`src/rtl/entropy_pool_pkg.sv`:
```
// Shared constants and the pool fold step for the entropy pool.
// Consumers: entropy_fifo, entropy_pool.
package entropy_pkg;

  localparam int          WORD_W       = 32;
  localparam int          RAW_W        = 8;
  localparam logic [31:0] CRC_POLY     = 32'h04C11DB7;
  localparam logic [31:0] DEFAULT_SEED = 32'h6A09E667;

  // One CRC-style shift of the pool with the raw byte xored into the low bits.
  function automatic logic [WORD_W-1:0] fold(input logic [WORD_W-1:0] pool,
                                             input logic [RAW_W-1:0]  raw);
    return {pool[WORD_W-2:0], 1'b0}
         ^ (pool[WORD_W-1] ? CRC_POLY : '0)
         ^ {{(WORD_W-RAW_W){1'b0}}, raw};
  endfunction

endpackage

```
`src/rtl/entropy_pool_fifo.sv`:
```
// entropy_fifo: synchronous FIFO with push, pop, flush, full and empty.
// A pop frees its slot before a same-cycle push, so push on full is accepted
// when a pop happens in that cycle. Flush empties the FIFO and wins over both.
module entropy_fifo #(
  parameter int DEPTH = 4,
  parameter int WIDTH = 32
) (
  input  logic             clk,
  input  logic             rst_n,
  input  logic             i_push,
  input  logic [WIDTH-1:0] i_data,
  input  logic             i_pop,
  input  logic             i_flush,
  output logic [WIDTH-1:0] o_data,
  output logic             o_full,
  output logic             o_empty
);

  localparam int             AW       = $clog2(DEPTH);
  localparam logic [AW:0]    FULL_CNT = DEPTH[AW:0];

  logic [WIDTH-1:0] r_mem [DEPTH];
  logic [AW-1:0]    r_wr_ptr;
  logic [AW-1:0]    r_rd_ptr;
  logic [AW:0]      r_count;
  logic             w_do_pop;
  logic             w_do_push;

  assign o_empty   = (r_count == '0);
  assign o_full    = (r_count == FULL_CNT);
  assign o_data    = r_mem[r_rd_ptr];
  assign w_do_pop  = i_pop && !o_empty;
  assign w_do_push = i_push && (!o_full || w_do_pop);

  // Storage, pointers and occupancy; flush discards all contents.
  always_ff @(posedge clk or negedge rst_n) begin
    if (!rst_n) begin
      for (int i = 0; i < DEPTH; i++) r_mem[i] <= '0;
      r_wr_ptr <= '0;
      r_rd_ptr <= '0;
      r_count  <= '0;
    end else if (i_flush) begin
      r_wr_ptr <= '0;
      r_rd_ptr <= '0;
      r_count  <= '0;
    end else begin
      if (w_do_push) begin
        r_mem[r_wr_ptr] <= i_data;
        r_wr_ptr        <= r_wr_ptr + 1'b1;
      end
      if (w_do_pop) r_rd_ptr <= r_rd_ptr + 1'b1;
      if (w_do_push && !w_do_pop)      r_count <= r_count + 1'b1;
      else if (!w_do_push && w_do_pop) r_count <= r_count - 1'b1;
    end
  end

endmodule

```
`src/rtl/entropy_pool.sv`:
```
// entropy_pool: folds raw ring-oscillator bytes into a 32-bit CRC-style pool,
// emits one word per SAMPLES enabled bytes through a small FIFO, and runs a
// repetition-count health test when ENTROPY_POOL_HEALTH_EN is defined.
// Output handshake: out_data is the FIFO head and is valid while out_valid=1;
// a word transfers on any edge where out_valid && out_ready, and out_data is
// held stable while out_valid=1 and out_ready=0.
module entropy_pool
  import entropy_pkg::*;
#(
  parameter int          SAMPLES   = 8,
  parameter int          DEPTH     = 4,
  parameter int          REP_LIMIT = 32,
  parameter logic [31:0] SEED      = DEFAULT_SEED
) (
  input  logic              clk,
  input  logic              rst_n,
  input  logic              en,
  input  logic [RAW_W-1:0]  raw_dat,
  output logic [WORD_W-1:0] out_data,
  output logic              out_valid,
  input  logic              out_ready,
  output logic              health_fail,
  input  logic              health_clr,
  output logic [7:0]        ovf_cnt
);

  localparam logic [7:0] LAST_CNT = 8'(SAMPLES - 1);

  logic [WORD_W-1:0] r_pool;
  logic [7:0]        r_sample_cnt;
  logic [7:0]        r_ovf_cnt;
  logic [WORD_W-1:0] w_pool_next;
  logic              w_word_done;
  logic              w_trip;
  logic              w_fail;
  logic              w_pop;
  logic              w_push;
  logic              w_drop;
  logic              w_fifo_full;
  logic              w_fifo_empty;

  assign w_pool_next = fold(r_pool, raw_dat);
  assign w_word_done = en && (r_sample_cnt == LAST_CNT);
  assign out_valid   = !w_fifo_empty && !w_fail;
  assign w_pop       = out_valid && out_ready;
  // A word completed on a tripping cycle or while quarantined never reaches the FIFO.
  assign w_push      = w_word_done && !w_trip && !w_fail;
  assign w_drop      = w_push && w_fifo_full && !w_pop;
  assign ovf_cnt     = r_ovf_cnt;
  assign health_fail = w_fail;

  // Pool and sample counter: fold on enable, reseed and realign on a trip.
  always_ff @(posedge clk or negedge rst_n) begin
    if (!rst_n) begin
      r_pool       <= SEED;
      r_sample_cnt <= '0;
    end else if (w_trip) begin
      r_pool       <= SEED;
      r_sample_cnt <= '0;
    end else if (en) begin
      r_pool       <= w_pool_next;
      r_sample_cnt <= (r_sample_cnt == LAST_CNT) ? 8'd0 : r_sample_cnt + 8'd1;
    end
  end

  // Saturating count of completed words lost to a full FIFO.
  always_ff @(posedge clk or negedge rst_n) begin
    if (!rst_n)                          r_ovf_cnt <= '0;
    else if (w_drop && r_ovf_cnt != 8'hFF) r_ovf_cnt <= r_ovf_cnt + 8'd1;
  end

`ifdef ENTROPY_POOL_HEALTH_EN
  localparam logic [7:0] REP_MAX = 8'(REP_LIMIT);

  logic [RAW_W-1:0] r_last_raw;
  logic [7:0]       r_rep_cnt;
  logic             r_health_fail;
  logic [7:0]       w_rep_next;

  // Next repetition count, saturating at the limit.
  always_comb begin
    w_rep_next = 8'd1;
    if (raw_dat == r_last_raw)
      w_rep_next = (r_rep_cnt >= REP_MAX) ? REP_MAX : r_rep_cnt + 8'd1;
  end

  // Trip only on the cycle the count first reaches the limit.
  assign w_trip = en && (w_rep_next == REP_MAX) && (r_rep_cnt != REP_MAX);
  assign w_fail = r_health_fail;

  // Repetition tracking and sticky failure flag; a trip beats a clear.
  always_ff @(posedge clk or negedge rst_n) begin
    if (!rst_n) begin
      r_last_raw    <= '0;
      r_rep_cnt     <= 8'd1;
      r_health_fail <= 1'b0;
    end else begin
      if (en) begin
        r_last_raw <= raw_dat;
        r_rep_cnt  <= w_rep_next;
      end
      if (health_clr && !w_trip) r_rep_cnt <= 8'd1;
      if (w_trip)                r_health_fail <= 1'b1;
      else if (health_clr)       r_health_fail <= 1'b0;
    end
  end
`else
  logic w_unused_health_clr;
  assign w_unused_health_clr = health_clr;
  assign w_trip = 1'b0;
  assign w_fail = 1'b0;
`endif

  entropy_fifo #(
    .DEPTH (DEPTH),
    .WIDTH (WORD_W)
  ) u_fifo (
    .clk     (clk),
    .rst_n   (rst_n),
    .i_push  (w_push),
    .i_data  (w_pool_next),
    .i_pop   (w_pop),
    .i_flush (w_trip),
    .o_data  (out_data),
    .o_full  (w_fifo_full),
    .o_empty (w_fifo_empty)
  );

endmodule

```
`config.mk`:
```
export PLATFORM = sky130hd
export DESIGN_NAME = entropy_pool
export DESIGN_NICKNAME = d
export VERILOG_FILES = /design/src/rtl/entropy_pool_pkg.sv /design/src/rtl/entropy_pool_fifo.sv /design/src/rtl/entropy_pool.sv
export SDC_FILE = /design/constraint.sdc
export NUM_CORES = 1
export LEC_CHECK = 0
export CORE_MARGIN = 2
export CORE_UTILIZATION = 62
export CTS_CLUSTER_DIAMETER = 60
export DETAILED_ROUTE_END_ITERATION = 12
export DONT_BUFFER_PORTS = 1
export PLACE_DENSITY_LB_ADDON = 0.25
export SLEW_MARGIN = 20
export SYNTH_ARGS = -nofsm -noshare
export SYNTH_HDL_FRONTEND = slang
export SYNTH_SLANG_ARGS = --single-unit
```
`constraint.sdc`:
```
create_clock -name clk -period 3.04 [get_ports clk]
set_input_delay 0.608 -clock clk [delete_from_list [all_inputs] [get_ports clk]]
set_output_delay 0.608 -clock clk [all_outputs]
set_load 0.01 [all_outputs]
```
After elaboration in Yosys (flattened, before gate mapping):

Cells that the tools add are included.

* bits in registers: 183
* bits of input ports: 13
* logic and storage cells: 54

* add/sub/neg operators: 6
* magnitude comparators: 3
* equality and inequality tests: 3
* mux-type cells: 10
* bitwise logic cells: 4
* reductions and logical operators: 18

Operators by type and width (number)
* $bwmux W128: 1
* $mux W32: 3
* $bmux W32 S2: 1
* $demux W32 S2: 1
* $xor A32 B27 Y32: 1
* $xor A32 B8 Y32: 1
* $mux W27: 1
* $add A8 B1 Y8 const B: 2
* $logic_and A1 B1 Y1: 10
* $eq A8 B3 Y1 const B: 1
* $mux W8: 1
* $ne A8 B8 Y1 const B: 1
* $ge A3 B3 Y1 const B: 2
* $mux W3: 2
* $not A2 Y3: 2
* $logic_not A1 Y1: 5
* $add A2 B1 Y2 const B: 2
* $add A3 B1 Y3 const B: 1
* $eq A3 B3 Y1 const B: 1
* $logic_not A3 Y1: 1
* $lt A3 B1 Y1 const B: 1
* $sub A3 B1 Y3 const B: 1
* $reduce_bool A2 Y1: 1
* $logic_or A1 B1 Y1: 1

Logic depth before layout (Yosys ltp):

* depth in word-level cells: 10
* mapped depth: 9
* gate-level depth less buffers: 9

Hierarchy:

A second synthesis with hierarchy kept.

* cell total of the unflattened synthesis: 542
* area total of the unflattened synthesis: 8680.8 µm²

Modules (own cells, without submodules)
* entropy_fifo: instances 1, cells each 376, area an instance 6465.0 µm², sequential area each 3378.2 µm²
* entropy_pool: instances 1, cells each 166, area an instance 2215.9 µm², sequential area each 1221.2 µm²

Least setup slack after synthesis:

OpenSTA, ideal clock, no wires.

* path type: flip-flop to flip-flop
* start: register r_sample_cnt[5]
* end: register u_fifo.r_count[2]
* setup time: 79 ps
* data arrival time: 2665 ps
* required time: 2961 ps
* slack: 296 ps
* cell stages (with the launch flop): 9
* buffers on the path: 0
* period minus slack after synthesis: 2744 ps
* path through: dfrtp_1 or4_4 nor4b_4 ha_1 inv_1 fa_1 xor2_1 nor2_1 xor2_1

* longest elaborated chain between the ends: 6

Ends and longest elaborated chain
* from (decl): line entropy_pool.sv:30 `logic [7:0] r_sample_cnt;`
* from (signal assigned): line entropy_pool.sv:62 `r_sample_cnt <= (r_sample_cnt == LAST_CNT) ? 8'd0 : r_sample_cnt + 8'd1;`
* $eq A8 B3 Y1 *: line entropy_pool.sv:43 `assign w_word_done = en && (r_sample_cnt == LAST_CNT);`
* $logic_and A1 B1 Y1 *: line entropy_pool.sv:43
* $logic_and A1 B1 Y1 *: line entropy_pool_fifo.sv:33 `assign w_do_push = i_push && (!o_full || w_do_pop);`
* via u_fifo.w_do_push: line entropy_pool_fifo.sv:27 `logic w_do_push;`
* $logic_not A1 Y1: line entropy_pool_fifo.sv:53 `else if (!w_do_push && w_do_pop) r_count <= r_count - 1'b1;`
* $logic_and A1 B1 Y1: line entropy_pool_fifo.sv:53
* $reduce_bool A2 Y1 (no line)
* to (signal assigned): line entropy_pool_fifo.sv:52 `if (w_do_push && !w_do_pop) r_count <= r_count + 1'b1;`
* to (signal assigned): line entropy_pool_fifo.sv:53
* to (decl): line entropy_pool_fifo.sv:25 `logic [AW:0] r_count;`

The timed path passes the listed nets; every way through them passes the cells marked *.
A chain may end at the register's enable or synchronous reset.

Worst setup path after layout:

* start: register u_fifo.r_count[1]
* end: register r_ovf_cnt[6] (netlist: ovf_cnt[6])

* longest elaborated chain between the ends: 6

Ends and longest elaborated chain
* $logic_not A3 Y1: line entropy_pool_fifo.sv:29 `assign o_empty = (r_count == '0);`
* $logic_not A1 Y1: line entropy_pool.sv:44 `assign out_valid = !w_fifo_empty && !w_fail;`
* $logic_and A1 B1 Y1: line entropy_pool.sv:45 `assign w_pop = out_valid && out_ready;`
* $logic_not A1 Y1: line entropy_pool.sv:48 `assign w_drop = w_push && w_fifo_full && !w_pop;`
* $logic_and A1 B1 Y1 *: line entropy_pool.sv:48
* $logic_and A1 B1 Y1 *: line entropy_pool.sv:69 `else if (w_drop && r_ovf_cnt != 8'hFF) r_ovf_cnt <= r_ovf_cnt + 8'd1;`
* to (signal assigned): line entropy_pool.sv:69
* to (decl): line entropy_pool.sv:31 `logic [7:0] r_ovf_cnt;`

Mark *: on every way between the ends. The rest lies on a longest branch, timed or not.

==> results.yml <==
worst_setup_path:
  worst-path-stages: 4
  worstSetupStartpointType: "flop"
  path_cells: "or4b_2, or4_2, nor3_1, mux2_2"
  crit_slowest_cell: "or4b_2"
  arrival_ns: 2.87
  crit_start: "u_fifo.r_count[1]"
  worst-path-buf-inv: 0
  cpPeakStageDelay_ns: 0.75
  critPathTopFamily: "simple AND/OR/NAND/NOR gates"
  crit_path_max_fanout: 4
  r2r_slack_ns: 0.48
  r2r-start: "u_fifo.r_count[1]"
  r2r_end: "ovf_cnt[6]"
  crit_end: "ovf_cnt[6]"
  rr_worst_depth: 4
  crit_type: "flop to flop"
  cp-end-kind: "flop"
  crit_required_ns: 3.35
cells_and_area:
  drive_above_1_share_pct: 49.5
  layout.nets: 531
  final_cell_mix: "dfrtp_1 (166), mux2_2 (155), mux4_2 (32)"
  final_cells: 695
  area_growth_pct: 8.82
  num-fill-cells: 881
  final_area_sq_um: 8890
  diodes: 0
  layout_commonest_cell: "dfrtp_1"
logic_synthesis:
  yosysSeqAreaShare_pct: 56.3
  synth_seq_cells: 183
  synth_fp_nets: 528
  netlist_area_sq_um: 8170
  synth.distinct_cells: 37
  synthCells: 507
  ys_warn_count: 0
  syn_avg_cell_area_sq_um: 16.1
sta:
  post-route-min-period_ns: 2.56
  maxSlewViolCount: 0
  relSlewSlack_pct: 54.8
  finalSetupTns_ns: 0
  grt_setup_unrepaired: "false"
  max_freq_mhz: 390
  hold_ws_ns: -0.127
  period_share_pct: 84.3
  setup_viol: 0
  skew_ns: 0.00605
  worst-slew-pin-transition_ns: 0.671
  hold_viol: 167
clocking:
  htree_levels: 4
  cts_buffer_depth: 2
  cts_resized: 0
  root_buffer: "clkbuf_16"
  clock_sinks: 183
  cts_tree: "built"
  cts_made_buffers: 17
  clk_pin_slew_ns: 0.06
  clk_latency_ns: 0.42
die:
  dieHeight_um: 119
  io_pins: 55
  coreArea_sq_um: 12700
  initial_core_util_pct: 64.2
  fp.dieW_um: 119
  die_area_sq_um: 14100
  std_cell_rows: 41
power:
  powerDensity_nw_per_um2: 951
  ir_drop_mv: 0.574
  finalPower_mw: 8.46
  power_leakage_nw: 4.24
outcome:
  failed_checks: "negative hold slack"
  outcome: "complete, but fails checks"
flow_run:
  maxCapViolCount: 0
placement:
  gp_congestion: 0.710
  placed_cell_area_sq_um: 8330
  io_buffers: 0
  dp_hpwl_mm: 8.72
  placed_cells: 662
global_route:
  grt_pass1_vias: 4525
  track_usage_pct: 22.2
  grt.overflow.total: 0
  antenna_found_initial: 0
  grt_pass1_wl_mm: 23.9
  grt_max_degree: 184
detailed_routing:
  viasPerCell: 5.98
  drc: 0
  ant_nets: 0
  route.vias.total: 4157
  detail_route.first_pass.iterations: 4
  dr.first_iter.drc_count: 173
  wl_mm: 14.4
  wl_per_cell_um: 20.7
hold_path:
  worstHoldPathType: "input pin to async pin"
-- worst min path at each step --
| stage | to | from | slack (ns) |
|---|---|---|---|
| floorplan | ovf_cnt[0] | rst_n | 0.31 |
| global placement | u_fifo.r_mem[123] | rst_n | 0.32 |
| detailed placement | u_fifo.r_mem[123] | rst_n | 0.32 |
| CTS | u_fifo.r_mem[123] | rst_n | -0.15 |
| global route | u_fifo.r_mem[123] | rst_n | -0.15 |
| finish | u_fifo.r_mem[123] | rst_n | -0.13 |
-- logic make-up (layout without fill, tap and decap cells) --
| logic type | after synthesis | after routing | share of synthesized area (%) |
|---|---|---|---|
| AND/OR/NAND/NOR | 47 | 47 | 3.69 |
| XOR/XNOR | 38 | 38 | 4.07 |
| buffers and inverters | 31 | 47 | 2.59 |
| AO/OA/AOI/OAI | 3 | 3 | 0.214 |
| flip-flops | 183 | 183 | 56.3 |
| other | 1 | 1 | 0.0459 |
| adder cells (fa/ha/maj) | 8 | 8 | 1.32 |
| multiplexers | 196 | 196 | 31.8 |
-- power by group --
group | internal [mW] | leakage, nW | total [mW] | switching, mW
registers | 3.34 | 2.40 | 3.96 | 0.616
logic | 1.34 | 1.57 | 2.44 | 1.10
clock network | 1.21 | 0.272 | 2.06 | 0.845
-- metal layers --
layer / vias up / wire [um] / global-route usage (%)
met5: - / 0 / 0
met1: 2226 / 6170 / 28.5
li1: 1837 / - / -
met4: 0 / 307 / 10.1
met3: 24 / 464 / 4.92
met2: 70 / 7410 / 36.4
-- cells in the mapped netlist --
master	number	area, sq um
mux4_2	32	721
inv_1	3	11.3
nand2b_1	1	6.26
nand2b_4	1	13.8
or2_2	1	6.26
nor3_1	2	10.0
mux2i_1	1	10.0
nand4_1	6	37.5
buf_4	1	7.51
xnor2_1	22	193
or4_4	1	11.3
mux2_2	155	1750
nor4b_4	1	23.8
and4_1	1	8.76
and3_1	3	18.8
conb_1	1	3.75
or3_1	1	6.26
buf_1	4	15.0
or4b_2	1	10.0
nand2_4	4	45.0
nand3_1	5	25.0
dfrtp_1	167	4180
xor2_1	16	140
nor2_1	10	37.5
a21oi_1	1	5.00
buf_6	12	135
nand2_1	7	26.3
or4_2	1	8.76
buf_2	1	5.00
dfstp_2	16	420
nor4_1	1	6.26
o21ai_0	1	5.00
o21a_1	1	7.51
mux2_4	8	120
fa_1	1	20.0
ha_1	7	87.6
clkbuf_1	10	37.5
-- flip-flops by register name, summed over array words and instances (netlist names) --
name,flops
r_pool,32
r_sample_cnt,8
ovf_cnt,8
u_fifo.r_wr_ptr,2
u_fifo.r_count,3
u_fifo.r_mem,128
u_fifo.r_rd_ptr,2
-- per-stage QoR --
stage / utilization [%] / setup WS [ns]
finish: 69.9 / 0.477
global route: 69.9 / 0.383
CTS: 69.8 / 0.0959
detailed placement: 65.5 / 0.115
global placement: 65.5 / 0.186
floorplan: - / 0.296
-- repair_timing --
action	in CTS	in global routing
endpoints found under the hold margin	167	167
endpoints found under the setup margin	0	1
setup buffers	0	1
-- cell type report --
cell class	instances	area (sq um)	share of cell area, %
Clock buffer	28	507	5.70
Clock inverter	4	45.0	0.507
Inverter	3	11.3	0.127
Multi-Input combinational cell	293	3360	37.8
Sequential cell	183	4600	51.7
Tap cell	172	215	2.42
Timing Repair Buffer	12	153	1.72
No activity file was read; power rests on OpenSTA's default activity.
